--- src/rtl/spi_pkg.sv ---
// spi_pkg: shared definitions for the SPI responder shift engine.
//   - state_t   : link state (IDLE / ACTIVE)
//   - MODE0..3  : SPI mode constants encoded as {cpol, cpha}
//   - DATA_W_DEF: default frame width in bits
package spi_pkg;

    localparam int DATA_W_DEF = 8;

    typedef enum logic {
        IDLE   = 1'b0,
        ACTIVE = 1'b1
    } state_t;

    localparam logic [1:0] MODE0 = 2'b00;
    localparam logic [1:0] MODE1 = 2'b01;
    localparam logic [1:0] MODE2 = 2'b10;
    localparam logic [1:0] MODE3 = 2'b11;

endpackage

--- src/rtl/spi_sync_edge.sv ---
// spi_sync_edge: multi-flop synchroniser for an asynchronous pin followed by
// a rise/fall pulse detector (synced level against a 1-cycle delayed copy).
// Ports:
//   clk, rst : system clock, synchronous active-high reset
//   din      : asynchronous input pin
//   rise     : one-cycle pulse, synced level went 0 -> 1
//   fall     : one-cycle pulse, synced level went 1 -> 0
module spi_sync_edge #(
    parameter int SYNC_STAGES = 2
) (
    input  logic clk,
    input  logic rst,
    input  logic din,
    output logic rise,
    output logic fall
);

    logic [SYNC_STAGES-1:0] sync_p;
    logic                   level_p1;
    logic                   level;

    always_ff @(posedge clk) begin
        if (rst) begin
            sync_p   <= '0;
            level_p1 <= 1'b0;
        end else begin
            sync_p   <= {sync_p[SYNC_STAGES-2:0], din};
            level_p1 <= level;
        end
    end

    assign level = sync_p[SYNC_STAGES-1];
    assign rise  = level & ~level_p1;
    assign fall  = ~level & level_p1;

endmodule

--- src/rtl/spi_slave_shifter.sv ---
// spi_slave_shifter: SPI responder shift engine, all four CPOL/CPHA modes,
// MSB first, back-to-back frames while ss_n stays low. SCK, SS_n and MOSI are
// oversampled in the clk domain.
// Ports:
//   clk, rst       : system clock, synchronous active-high reset
//   cpol, cpha     : SPI mode, captured only while IDLE
//   sck_in, ss_n, mosi : asynchronous pins from the master
//   miso, miso_oe  : serial data out (tx shift MSB) and its enable
//   tx_data/tx_valid/tx_ready : 1-entry tx holding buffer write port
//   rx_data/rx_valid : last complete received word, one-cycle update pulse
//   tx_underrun    : pulse, a frame was loaded with zeros (buffer empty)
//   frame_abort    : pulse, ss_n released mid-word
module spi_slave_shifter
    import spi_pkg::*;
#(
    parameter int DATA_W      = DATA_W_DEF,
    parameter int SYNC_STAGES = 2
) (
    input  logic              clk,
    input  logic              rst,
    input  logic              cpol,
    input  logic              cpha,
    input  logic              sck_in,
    input  logic              ss_n,
    input  logic              mosi,
    output logic              miso,
    output logic              miso_oe,
    input  logic [DATA_W-1:0] tx_data,
    input  logic              tx_valid,
    output logic              tx_ready,
    output logic [DATA_W-1:0] rx_data,
    output logic              rx_valid,
    output logic              tx_underrun,
    output logic              frame_abort
);

    localparam int CNT_W = $clog2(DATA_W);

    state_t state, state_next;

    logic                   cpol_q, cpha_q;
    logic                   sck_rise, sck_fall, ss_rise, ss_fall;
    logic [SYNC_STAGES-1:0] mosi_p;
    logic                   mosi_s;

    logic [CNT_W-1:0]       bit_cnt;
    logic [DATA_W-1:0]      rx_shift, tx_shift, buf_data;
    logic                   buf_full, load_pend;

    logic lead_edge, trail_edge, sample_edge, shift_edge;
    logic sel_evt, desel_evt, do_sample, do_shift, load, tx_wr, last_bit;

    // Input synchronisation and edge detection
    spi_sync_edge #(.SYNC_STAGES(SYNC_STAGES)) u_sck_sync (
        .clk  (clk),
        .rst  (rst),
        .din  (sck_in),
        .rise (sck_rise),
        .fall (sck_fall)
    );

    spi_sync_edge #(.SYNC_STAGES(SYNC_STAGES)) u_ss_sync (
        .clk  (clk),
        .rst  (rst),
        .din  (ss_n),
        .rise (ss_rise),
        .fall (ss_fall)
    );

    always_ff @(posedge clk) begin
        if (rst) mosi_p <= '0;
        else     mosi_p <= {mosi_p[SYNC_STAGES-2:0], mosi};
    end
    assign mosi_s = mosi_p[SYNC_STAGES-1];

    // Edge classification: leading edge leaves the idle level, trailing returns to it
    assign lead_edge   = cpol_q ? sck_fall : sck_rise;
    assign trail_edge  = cpol_q ? sck_rise : sck_fall;
    assign sample_edge = cpha_q ? trail_edge : lead_edge;
    assign shift_edge  = cpha_q ? lead_edge  : trail_edge;

    assign sel_evt   = (state == IDLE)   && ss_fall;
    assign desel_evt = (state == ACTIVE) && ss_rise;
    // A deselect in the same cycle as an SCK edge suppresses that edge.
    assign do_sample = (state == ACTIVE) && !ss_rise && sample_edge;
    assign do_shift  = (state == ACTIVE) && !ss_rise && shift_edge;
    // cpha is still being captured on the select cycle, so use the live pin there.
    assign load      = (sel_evt && !cpha) || (do_shift && load_pend);
    assign tx_wr     = tx_valid && !buf_full;
    assign last_bit  = (bit_cnt == CNT_W'(DATA_W - 1));
    assign tx_ready  = ~buf_full;

    // FSM: state register
    always_ff @(posedge clk) begin
        if (rst) state <= IDLE;
        else     state <= state_next;
    end

    // FSM: next-state logic
    always_comb begin
        state_next = state;
        case (state)
            IDLE:    if (ss_fall) state_next = ACTIVE;
            ACTIVE:  if (ss_rise) state_next = IDLE;
            default: state_next = IDLE;
        endcase
    end

    // FSM: outputs
    always_comb begin
        miso    = 1'b0;
        miso_oe = 1'b0;
        if (state == ACTIVE) begin
            miso    = tx_shift[DATA_W-1];
            miso_oe = 1'b1;
        end
    end

    // Shift datapath, holding buffer and status pulses
    always_ff @(posedge clk) begin
        if (rst) begin
            cpol_q      <= 1'b0;
            cpha_q      <= 1'b0;
            bit_cnt     <= '0;
            rx_shift    <= '0;
            tx_shift    <= '0;
            buf_data    <= '0;
            buf_full    <= 1'b0;
            load_pend   <= 1'b0;
            rx_data     <= '0;
            rx_valid    <= 1'b0;
            tx_underrun <= 1'b0;
            frame_abort <= 1'b0;
        end else begin
            rx_valid    <= 1'b0;
            tx_underrun <= 1'b0;
            frame_abort <= 1'b0;

            if (state == IDLE) begin
                cpol_q <= cpol;
                cpha_q <= cpha;
            end

            // No bypass: a write that coincides with a load serves the next frame.
            if (tx_wr) begin
                buf_data <= tx_data;
                buf_full <= 1'b1;
            end

            if (load) begin
                load_pend <= 1'b0;
                if (buf_full) begin
                    tx_shift <= buf_data;
                    buf_full <= 1'b0;
                end else begin
                    tx_shift    <= '0;
                    tx_underrun <= 1'b1;
                end
            end else if (do_shift) begin
                tx_shift <= {tx_shift[DATA_W-2:0], 1'b0};
            end

            if (sel_evt) begin
                bit_cnt   <= '0;
                rx_shift  <= '0;
                load_pend <= cpha;
            end

            if (do_sample) begin
                rx_shift <= {rx_shift[DATA_W-2:0], mosi_s};
                if (last_bit) begin
                    bit_cnt   <= '0;
                    load_pend <= 1'b1;
                    rx_data   <= {rx_shift[DATA_W-2:0], mosi_s};
                    rx_valid  <= 1'b1;
                end else begin
                    bit_cnt <= bit_cnt + CNT_W'(1);
                end
            end

            // Deselect drops the partial word and the loaded tx word; buffer kept.
            if (desel_evt) begin
                frame_abort <= (bit_cnt != '0);
                bit_cnt     <= '0;
                rx_shift    <= '0;
                tx_shift    <= '0;
                load_pend   <= 1'b0;
            end
        end
    end

endmodule
--- config.mk ---
export PLATFORM = sky130hd
export DESIGN_NAME = spi_slave_shifter
export DESIGN_NICKNAME = d
export VERILOG_FILES = /design/src/rtl/spi_pkg.sv /design/src/rtl/spi_sync_edge.sv /design/src/rtl/spi_slave_shifter.sv
export SDC_FILE = /design/constraint.sdc
export NUM_CORES = 1
export LEC_CHECK = 0
export ABC_AREA = 1
export CAP_MARGIN = 40
export CORE_AREA = 2 2 70 72
export DETAILED_ROUTE_END_ITERATION = 16
export DIE_AREA = 0 0 72 74
export PLACE_DENSITY = 0.69
export SYNTH_ARGS = -nofsm -noshare
export SYNTH_HDL_FRONTEND = slang
export SYNTH_SLANG_ARGS = --single-unit
--- constraint.sdc ---
create_clock -name clk -period 1.1 [get_ports clk]
set_input_delay 0.165 -clock clk [delete_from_list [all_inputs] [get_ports clk]]
set_output_delay 0.165 -clock clk [all_outputs]
set_load 0.02 [all_outputs]
After elaboration in Yosys (flattened, before gate mapping)
Cells that the tools add are included. Widths: inputs -> output; s select.

Bitwise logic cells: 13. Equality and inequality tests: 1. Reductions and logical operators: 20. Mux-type cells: 26. Add/subtract/negate cells: 1.

Operator list (number): $mux 8 (3); $mux 1 (17); $mux 7 (2); $mux 3 (3); $not 1->1 (9); $logic_and 1x1->1 (8); $reduce_or 2->1 (4); $and 1x1->1 (4); $reduce_bool 2->1 (2); $add 3x1->3 const B (1); $eq 3x3->1 const B (1); $logic_not 1->1 (3); $reduce_bool 3->1 (1); $pmux 1 s2 (1); $reduce_and 2->1 (1); $logic_or 1x1->1 (1).

Register bits: 50. Output and inout port bits: 14. Logic and storage cells: 79. Bits of input ports: 16.

Depth between registers and ports, before layout
Gate-level depths: netlist (run 1).

Depth in word-level cells: 11. Depth in mapped cells: 9. Gate-level depth less buffers: 9.

By module
From an unflattened synthesis (run 1), not the netlist that was laid out.

Cells, all modules: 268. Area total of the unflattened synthesis: 2060.7 um^2.

Modules (own cells, without submodules): spi_slave_shifter (times used 1, cells each 244, area each 1873.0 um^2, seq. area each 880.8 um^2); spi_sync_edge (times used 2, cells each 12, area each 93.8 um^2, seq. area each 60.1 um^2).

Least setup slack after synthesis (run 1)
Ideal clock, no wire load.

Kind: register to register. From: reg state. To: reg tx_shift[1]. Arrival time: 1253 ps. Library setup time: 117 ps. Required time: 983 ps. Period minus slack after synthesis: 1370 ps. Path buffers: 1. Cell stages (with the launch flop): 8. Slack: -270 ps. Path through: dfxtp_1 -> inv_2 -> a21oi_4 -> nand3_1 -> nand2_2 -> buf_6 -> o21a_1 -> nor2_1.

Cells in the longest elaborated chain, start to end: 5. Elaborated cells between the ends (all ways): 11.

RTL lines: from (decl) (line spi_slave_shifter.sv:39) `state_t state, state_next;`; from (signal assigned) (line spi_slave_shifter.sv:96) `else state <= state_next;`; $logic_and 1x1->1 / $not 1->1 (equally long branches) (line spi_slave_shifter.sv:86, spi_slave_shifter.sv:82); $logic_and 1x1->1 (on tied branches) (line spi_slave_shifter.sv:86, spi_slave_shifter.sv:82); $logic_and 1x1->1 (line spi_slave_shifter.sv:88) `assign load = (sel_evt && !cpha) || (do_shift && load_pend);`; $logic_or 1x1->1 (line spi_slave_shifter.sv:88); $mux 8 / $reduce_bool 2->1 (equally long branches); to (signal assigned) (line spi_slave_shifter.sv:153) `tx_shift <= buf_data;`; to (signal assigned) (line spi_slave_shifter.sv:160) `tx_shift <= {tx_shift[DATA_W-2:0], 1'b0};`; to (decl) (line spi_slave_shifter.sv:47) `logic [DATA_W-1:0] rx_shift, tx_shift, buf_data;`.

Several ways; a longest one is shown, not always the timed one. A chain may end at the register's enable or synchronous reset.

Worst setup path in the final report (run 1)
From: reg state. To: reg bit_cnt[0].

Cells in the longest elaborated chain, start to end: 3. Elaborated cells between the ends (all ways): 8.

RTL lines: $logic_and 1x1->1 / $not 1->1 (equally long branches) (line spi_slave_shifter.sv:85, spi_slave_shifter.sv:82); $logic_and 1x1->1 (on tied branches) (line spi_slave_shifter.sv:85, spi_slave_shifter.sv:82); $mux 3 / $reduce_bool 2->1 (equally long branches); to (signal assigned) (line spi_slave_shifter.sv:177) `bit_cnt <= bit_cnt + CNT_W'(1);`; to (decl) (line spi_slave_shifter.sv:46) `logic [CNT_W-1:0] bit_cnt;`.

Several ways; a longest one is shown, not always the timed one.

==> results of run 1 <==
cell usage in the layout, fill, tap and decap left out, drive strengths merged, types with 3 or more instances in the layout:
| master | count |
|---|---|
| a21oi | 24 |
| buf | 39 |
| clkbuf | 8 |
| clkdlybuf4s50 | 15 |
| dfxtp | 50 |
| ha | 3 |
| inv | 31 |
| nand2 | 47 |
| nand3 | 21 |
| nor2 | 46 |
| o21a | 7 |
| o21ai | 18 |
timing repair:
action | CTS | global route
gates cloned | 1 | 0
pin swaps | 15 | 5
gates resized for setup | 77 | 27
setup endpoints to repair | 43 | 49
setup buffers | 2 | 0
cell families (layout without fill, tap and decap cells):
logic type | after synthesis | count (layout)
fa+ha+maj | 3 | 3
compound gates | 50 | 50
buf+inv | 37 | 96
flops | 50 | 50
simple gates | 114 | 115
cell type report:
class	count	share of cell area, %
flip-flops and latches	50	35.6
inverters	30	4.32
clock inverters	2	0.529
multi-input cells	168	35.9
well taps	54	2.38
clock buffers	6	2.91
repair buffers	58	18.4
path summary, 6_finish.rpt:
kind	start	end	slack [ns]	cells past startpoint
max	state	bit_cnt[0]	-0.16	7
min	mosi	mosi_p[0]	0.37	3
max reg2reg	state	bit_cnt[0]	-0.16	7
min reg2reg	u_ss_sync.sync_p[0]	u_ss_sync.sync_p[1]	0.40	2
layer usage:
metal,GRT usage (%),vias to the layer above,routed length (µm)
met2,31.2,30,2160
met5,0,-,0
met4,7.13,0,78
met3,4.61,8,154
met1,21.3,794,1930
li1,-,927,-
state kept, by name, indices dropped and copies added, names as in the netlist:
name                 flops
cpha_q                   1
u_ss_sync.sync_p         2
frame_abort              1
state                    1
u_sck_sync.level_p1      1
buf_data                 8
cpol_q                   1
tx_shift                 8
load_pend                1
rx_shift                 7
rx_data                  8
tx_underrun              1
mosi_p                   2
u_sck_sync.sync_p        2
bit_cnt                  3
u_ss_sync.level_p1       1
buf_full                 1
rx_valid                 1
cell usage after synthesis (all sizes together):
| cell | count | share of area [%] |
|---|---|---|
| dfxtp | 50 | 50 |
| nand2 | 46 | 8.8 |
| nor2 | 46 | 9.5 |
| inv | 29 | 5.4 |
| a21oi | 24 | 7.8 |
| nand3 | 21 | 6.3 |
| o21ai | 18 | 4.5 |
| o21a | 7 | 2.6 |
| buf | 5 | 1.9 |
| ha | 3 | 1.9 |
| clkbuf | 2 | 0.37 |
| a211oi | 1 | 0.37 |
| clkinv | 1 | 0.44 |
| nand4 | 1 | 0.31 |
power groups by stage:
| stage | logic, W | clock network [W] | registers, W |
|---|---|---|---|
| final | 0.000371 | 0.00116 | 0.00191 |
| after global routing | 0.000413 | 0.00126 | 0.00191 |
| after CTS | 0.000368 | 0.00119 | 0.00191 |
| after detailed placement | 0.000345 | 0 | 0.00194 |
| after global placement | 0.000337 | 0 | 0.00194 |
| after floorplan | 0.000175 | 0 | 0.00193 |
worst max-delay path, cell delays in order (launching register included):
cell and delay, ns:
dfxtp_4 0.40, inv_4 0.05, a21oi_4 0.19, nand3_4 0.13, inv_2 0.12, buf_4 0.15, nand3_2 0.06, a21oi_2 0.11
metrics by stage:
stage                     setup slack, ns  TNS [ns]
after global placement             -0.255     -6.62
after CTS                          -0.161     -3.44
after detailed placement           -0.308     -7.44
after global routing               -0.244     -6.05
final                              -0.164     -3.56
after floorplan                   -0.0982     -1.59
==> results_dict.tcl, run 1 <==
set metrics [dict create \
    status "complete, but fails checks" \
    violations "setup timing" \
    io_buffers 29 \
    synthesis.area_um2 2010 \
    antenna_found_initial 0 \
    synth-xor-area-share_pct 0 \
    fin_hold_ws_ns 0.369 \
    slew_viol_final 0 \
    vias 1759 \
    regArea_um2 1010 \
    initial_core_util_pct 43.7 \
    overflow 0 \
    finalSetupViolCount 28 \
    detail-route-antenna-nets 0 \
    maxCapViolCount 0 \
    grt_first_pass_wirelength_mm 7.48 \
    synthesis.nets 273 \
    skew_ns 0.0100 \
    postSynthAreaPerCell_um2 7.92 \
    coreArea_um2 4600 \
    dieArea_um2 5330 \
    p_seq_share_pct 55.5 \
    yosys.area_share.simple_pct 25.0 \
    p_int_w 0.00257 \
    power_frac_comb_pct 10.8 \
    first_global_vias 1738 \
    cts_tree "done" \
    drive_gt1_share_pct 40.4 \
    diodes 0 \
    power_w 0.00343 \
    synth_cell_types 24 \
    cts-root-buf "clkbuf_8" \
    drt-pass1-iter-count 4 \
    switching_share_pct 25.1 \
    wire_per_inst_um 11.7 \
    grt_usage_pct 17.9 \
    crit_type "flip-flop to flip-flop" \
    yosys_warnings 0 \
    timing.final.ws_setup_ns -0.164 \
    cp.arrival_ns 1.50 \
    fin_nets 332 \
    power_density_nw_per_um2 1210 \
    ir_worst_vdd_mv 0.877 \
    area_growth_pct 41.3 \
    dp_cells 357 \
    cts_max_level 2 \
    worst_skew_pair.late_latency_ns 0.31 \
    critPathRequiredTime_ns 1.34 \
    pin_count 30 \
    drtIter0Drc 166 \
    path_clk_slew_ns 0.09 \
    rsz0062_at_grt "yes" \
    fin_util_pct 61.8 \
    synth_fa_ha_area_share_pct 1.87 \
    layout.cells.non_filler 368 \
    fillers 417 \
    post_dp_cell_area_um2 2620 \
    clock_power_share_pct 33.7 \
    clock_path_buffers 2 \
    timing.fmax_mhz 791 \
    start_kind "flip-flop" \
    yosysSeqAreaShare_pct 49.8 \
    grt_max_degree 17 \
    synth_top_family_by_area "simple AND/OR/NAND/NOR gates" \
    routed_wirelength_mm 4.32 \
    hold_viol_final 0 \
    final_area_um2 2840 \
    period_minus_slack_ns 1.26 \
    via_per_inst 4.78 \
    dp_hpwl_mm 3.06 \
    p_switching_w 0.000863 \
    leakage_nw 1.24 \
    cts_hold_buffers 0 \
    finalCritPeriodShare_pct 115 \
    relSlewSlack_pct 85.5 \
    yosys-mux-area-fraction_pct 0 \
    synth-compound-area-share_pct 15.3 \
    die_h_um 74 \
    syn_inst 254 \
    cts.sinks 50 \
    rows 25 \
    tightest_slew_ns 0.218 \
    multi_input_area_um2 1020 \
    drc_errors 0 \
    synth-seq-cells 50 \
    crit_fanout 4 \
    cts_buffers 5 \
    fp.dieW_um 72 \
    hp-class "input pin to flip-flop" \
    crit_path_end_kind "flip-flop" \
    place_congestion 0.815 \
]
(Power assumes the default switching activity.)
==> run 2, diff against run 1 <==
--- a/config.mk
+++ b/config.mk
@@ -10,7 +10,8 @@
 export CORE_AREA = 2 2 70 72
 export DETAILED_ROUTE_END_ITERATION = 16
 export DIE_AREA = 0 0 72 74
-export PLACE_DENSITY = 0.69
+export DONT_BUFFER_PORTS = 1
+export PLACE_DENSITY = 0.6
 export SYNTH_ARGS = -nofsm -noshare
 export SYNTH_HDL_FRONTEND = slang
 export SYNTH_SLANG_ARGS = --single-unit
==> results_dict.tcl, run 2 (synthesis results as in run 1) <==
set metrics [dict create \
    status "complete, but fails checks" \
    violations "setup timing" \
    dp_hpwl_mm 2.88 \
    finalCritPeriodShare_pct 118 \
    rows 25 \
    initial_core_util_pct 43.7 \
    grt_max_degree 18 \
    diodes 0 \
    start_kind "flip-flop" \
    cts_tree "done" \
    leakage_nw 1.13 \
    tightest_slew_ns 0.463 \
    p_int_w 0.00260 \
    hp-class "input pin to flip-flop" \
    drt-pass1-iter-count 6 \
    detail-route-antenna-nets 0 \
    routed_wirelength_mm 4.52 \
    crit_path_end_kind "flip-flop" \
    grt_usage_pct 17.8 \
    coreArea_um2 4600 \
    switching_share_pct 25.0 \
    period_minus_slack_ns 1.30 \
    power_w 0.00346 \
    post_dp_cell_area_um2 2240 \
    power_density_nw_per_um2 1240 \
    reg_top3 "buf_data x8, rx_data x8, tx_shift x8" \
    first_global_vias 1558 \
    crit_type "flip-flop to flip-flop" \
    drive_gt1_share_pct 45.1 \
    fp.dieW_um 72 \
    relSlewSlack_pct 69.0 \
    die_h_um 74 \
    critPathRequiredTime_ns 1.30 \
    final_area_um2 2800 \
    dieArea_um2 5330 \
    worst_skew_pair.late_latency_ns 0.30 \
    fin_nets 311 \
    hold_viol_final 0 \
    wire_per_inst_um 13.0 \
    p_switching_w 0.000864 \
    rsz0062_at_grt "yes" \
    crit_fanout 5 \
    cp.arrival_ns 1.49 \
    timing.fmax_mhz 772 \
    route.met3.wl_um 167 \
    wl_met2_mm 2.29 \
    clock_path_buffers 2 \
    grt_first_pass_wirelength_mm 7.38 \
    cts_buffers 5 \
    cts.sinks 50 \
    path_clk_slew_ns 0.10 \
    maxCapViolCount 0 \
    cts_max_level 2 \
    final_common_cell "nor2_1" \
    timing.final.ws_setup_ns -0.195 \
    drtIter0Drc 62 \
    ir_worst_vdd_mv 0.925 \
    wl_met1_mm 2.04 \
    place_congestion 0.776 \
    antenna_found_initial 0 \
    highest_layer "met4" \
    io_buffers 0 \
    pin_count 30 \
    via_per_inst 4.90 \
    skew_ns 0.0116 \
    mostFrequentLayoutCells "nor2_1, dfxtp_1, nand2_1, buf_4, nand2_2" \
    overflow 0 \
    p_seq_share_pct 55.1 \
    power_frac_comb_pct 9.5 \
    finalSetupViolCount 32 \
    fin_util_pct 60.8 \
    vias 1700 \
    drc_errors 0 \
    clock_power_share_pct 35.4 \
    slew_viol_final 0 \
    cts-root-buf "clkbuf_8" \
    area_growth_pct 39.1 \
]
run 2: cell types whose count changed in the layout (fill, tap and decap cells not counted), sizes merged:
| cell | before | now |
|---|---|---|
| buf | 39 | 32 |
| inv | 31 | 29 |
| clkinv | 1 | 3 |
| clkdlybuf4s50 | 15 | 0 |
| dlygate4sd3 | 0 | 4 |
| clkdlybuf4s15 | 2 | 0 |
| clkbuf | 8 | 6 |
| clkinvlp | 0 | 1 |
run 2: critical path, stage by stage (launching register included):
cell and delay (ns):
dfxtp_4 0.37, inv_2 0.07, nand3_2 0.10, nand3_2 0.10
nand3_4 0.13, nand2_4 0.12, clkinvlp_4 0.14, nand2_1 0.10
a21oi_1 0.07
run 2: layout make-up:
| type | count | area (µm²) |
|---|---|---|
| Timing Repair Buffer | 36 | 330 |
| Inverter | 30 | 140 |
| Clock inverter | 2 | 17.5 |
| Fill cell | 411 | 1800 |
| Sequential cell | 50 | 1020 |
| Clock buffer | 6 | 93.8 |
| Tap cell | 54 | 67.6 |
| Multi-Input combinational cell | 168 | 1110 |
| Timing Repair inverter | 1 | 7.51 |
run 2: worst paths after layout:
kind / startpoint / to / slack [ns] / cells past startpoint
worst max-delay path: u_sck_sync.level_p1 / rx_shift[6] / -0.20 / 8
worst min-delay path: tx_data[5] / buf_data[5] / 0.03 / 2
worst max register to register: u_sck_sync.level_p1 / rx_shift[6] / -0.20 / 8
worst min register to register: u_ss_sync.sync_p[0] / u_ss_sync.sync_p[1] / 0.40 / 2
run 2: repair_timing:
action                     4_1_cts  5_1_grt
pin swaps                       11       21
setup endpoints to repair       31       33
resized for setup               62       30
cloned                           3        0
hold buffers                     4        0
setup buffers                    8        1
hold endpoints to repair        12        0
run 2: per-stage QoR:
step	instances	setup TNS (ns)	setup slack, ns	hold slack (ns)
after global routing	347	-6.33	-0.251	0.0277
after CTS	346	-3.25	-0.152	0.0275
after global placement	323	-3.44	-0.156	0.228
after floorplan	254	-1.59	-0.0982	0.224
final	347	-4.31	-0.195	0.0318
after detailed placement	323	-3.99	-0.216	0.233
run 2: routing by layer:
| layer | global-route usage, % | vias up |
|---|---|---|
| met5 | 0 | - |
| met4 | 5.03 | 0 |
| met3 | 3.93 | 2 |
| met2 | 30.7 | 26 |
| met1 | 22.7 | 779 |
| li1 | - | 893 |
run 2: power groups by stage:
stage | clock network, W | logic [W] | registers [W]
2_1_floorplan | 0 | 0.000175 | 0.00193
3_3_place_gp | 0 | 0.000235 | 0.00194
3_5_place_dp | 0 | 0.000240 | 0.00194
4_1_cts | 0.00127 | 0.000317 | 0.00191
5_1_grt | 0.00134 | 0.000367 | 0.00191
6_report | 0.00123 | 0.000329 | 0.00191
==> run 3, diff against run 2 <==
--- a/config.mk
+++ b/config.mk
@@ -11,7 +11,6 @@
 export DETAILED_ROUTE_END_ITERATION = 16
 export DIE_AREA = 0 0 72 74
 export DONT_BUFFER_PORTS = 1
-export PLACE_DENSITY = 0.6
 export SYNTH_ARGS = -nofsm -noshare
 export SYNTH_HDL_FRONTEND = slang
 export SYNTH_SLANG_ARGS = --single-unit
==> constraint.sdc (replaced) <==
create_clock -name clk -period 1.31 [get_ports clk]
set_input_delay 0.1965 -clock clk [delete_from_list [all_inputs] [get_ports clk]]
set_output_delay 0.1965 -clock clk [all_outputs]
set_load 0.02 [all_outputs]
==> results_dict.tcl, run 3 (synthesis results as in run 1) <==
set metrics [dict create \
    drive_gt1_share_pct 24.9 \
    drc_errors 0 \
    reg2regPathDepth 8 \
    cts_max_level 2 \
    layout.cells.non_filler 327 \
    clock_path_buffers 2 \
    timing.final.ws_setup_ns 0.0364 \
    vias 1592 \
    rsz0062_at_grt "yes" \
    overflow 0 \
    drt-pass1-iter-count 4 \
    start_kind "flip-flop" \
    grt_first_pass_wirelength_mm 6.49 \
    crit_path_end_kind "flip-flop" \
    grt_usage_pct 15.8 \
    power_frac_comb_pct 7.6 \
    wl_met1_mm 1.94 \
    route.met3.wl_um 205 \
    slowest_stage "dfxtp_2" \
    power_density_nw_per_um2 1220 \
    tns_ns 0 \
    cts_tree "done" \
    path_clk_slew_ns 0.09 \
    dp_cells 314 \
    cts.sinks 50 \
    first_global_vias 1412 \
    status "finished clean" \
    fp.dieW_um 72 \
    crit_type "flip-flop to flip-flop" \
    initial_core_util_pct 43.7 \
    cp.arrival_ns 1.51 \
    worst_skew_pair.late_latency_ns 0.31 \
    p_seq_share_pct 54.5 \
    maxCapViolCount 0 \
    grt_max_degree 18 \
    drtIter0Drc 77 \
    slew_viol_final 0 \
    clock_power_share_pct 37.9 \
    skew_ns 0.00896 \
    area_growth_pct 19.9 \
    hold_viol_final 0 \
    path_buf_inv 3 \
    crit_chain "inv_1, nand3_1, nand3_2, nand3_4, inv_4, buf_4, nand2_1, a21oi_2" \
    relSlewSlack_pct 69.0 \
    pin_count 30 \
    wire_per_inst_um 12.6 \
    rows 25 \
    dieArea_um2 5330 \
    fin_nets 291 \
    routed_wirelength_mm 4.11 \
    finalCritPeriodShare_pct 97.2 \
    p_int_w 0.00224 \
    antenna_found_initial 0 \
    min_path_cells 2 \
    p_switching_w 0.000701 \
    critPathRequiredTime_ns 1.55 \
    period_minus_slack_ns 1.27 \
    power_w 0.00294 \
    diodes 0 \
    wl_met2_mm 1.90 \
    pre_cts_slack_ns -0.0584 \
    tightest_slew_ns 0.464 \
    cts_buffers 5 \
    via_per_inst 4.87 \
    cts-root-buf "clkbuf_8" \
    place_congestion 0.763 \
    ir_worst_vdd_mv 0.556 \
    die_h_um 74 \
    path_delay_family "simple AND/OR/NAND/NOR gates" \
    finalSetupViolCount 0 \
    cp_num_cells 8 \
    timing.fmax_mhz 785 \
    reg_top3 "buf_data x8, rx_data x8, tx_shift x8" \
    io_buffers 0 \
    highest_layer "met4" \
    coreArea_um2 4600 \
    switching_share_pct 23.9 \
    final_area_um2 2410 \
    mostFrequentLayoutCells "nand2_1, nor2_1, dfxtp_1" \
    hp-class "input pin to flip-flop" \
    dp_hpwl_mm 2.85 \
    post_dp_cell_area_um2 2140 \
    slowest_delay_ns 0.35 \
    leakage_nw 1.01 \
    detail-route-antenna-nets 0 \
    crit_fanout 3 \
]
-- run 3: cell count changes in the layout (fill, tap and decap cells not counted), moves of 9 or more --
cell | previous run | this run
nand3_1 | 1 | 10
buf_4 | 23 | 11
nand2_2 | 18 | 1
nand2_1 | 23 | 43
-- run 3: layout make-up --
class / instances / area [µm²]
clock buffer: 5 / 68.8
clock inverter: 3 / 47.5
fill: 443 / 2190
inverter: 30 / 128
multi-input combinational: 168 / 933
sequential: 50 / 1010
tap: 54 / 67.6
timing repair buffer: 17 / 154
-- run 3: power groups by stage --
stage | registers, W | logic [W] | clock network (W)
after floorplan | 0.00162 | 0.000143 | 0
after global placement | 0.00163 | 0.000193 | 0
after detailed placement | 0.00163 | 0.000194 | 0
after CTS | 0.00160 | 0.000210 | 0.00114
after global routing | 0.00161 | 0.000253 | 0.00120
final | 0.00160 | 0.000224 | 0.00111
-- run 3: path summary, 6_finish.rpt --
path	from	endpoint	slack, ns
max	cpol_q	bit_cnt[1]	0.04
max reg2reg	cpol_q	bit_cnt[1]	0.04
min	tx_data[4]	buf_data[4]	0.06
min reg2reg	mosi_p[0]	mosi_p[1]	0.41
-- run 3: metal layers --
metal / up-vias / GRT usage (%)
li1: 851 / -
met1: 702 / 20.6
met2: 29 / 24.3
met3: 10 / 5.28
met4: 0 / 6.29
met5: - / 0
-- run 3: per-stage QoR --
step / hold WS (ns) / util [%]
final: 0.0595 / 52.4
after global routing: 0.0527 / 52.4
after CTS: 0.0575 / 50.1
after detailed placement: 0.269 / 46.6
after global placement: 0.269 / 46.6
after floorplan: 0.258 / -
-- run 3: what timing repair did --
item                       CTS  global route
resized for setup            1            33
hold buffers                 4             0
buffers inserted             0             0
setup endpoints to repair    8            27
pin swaps                    0             5
hold endpoints to repair    12             0
gates cloned                 0             1
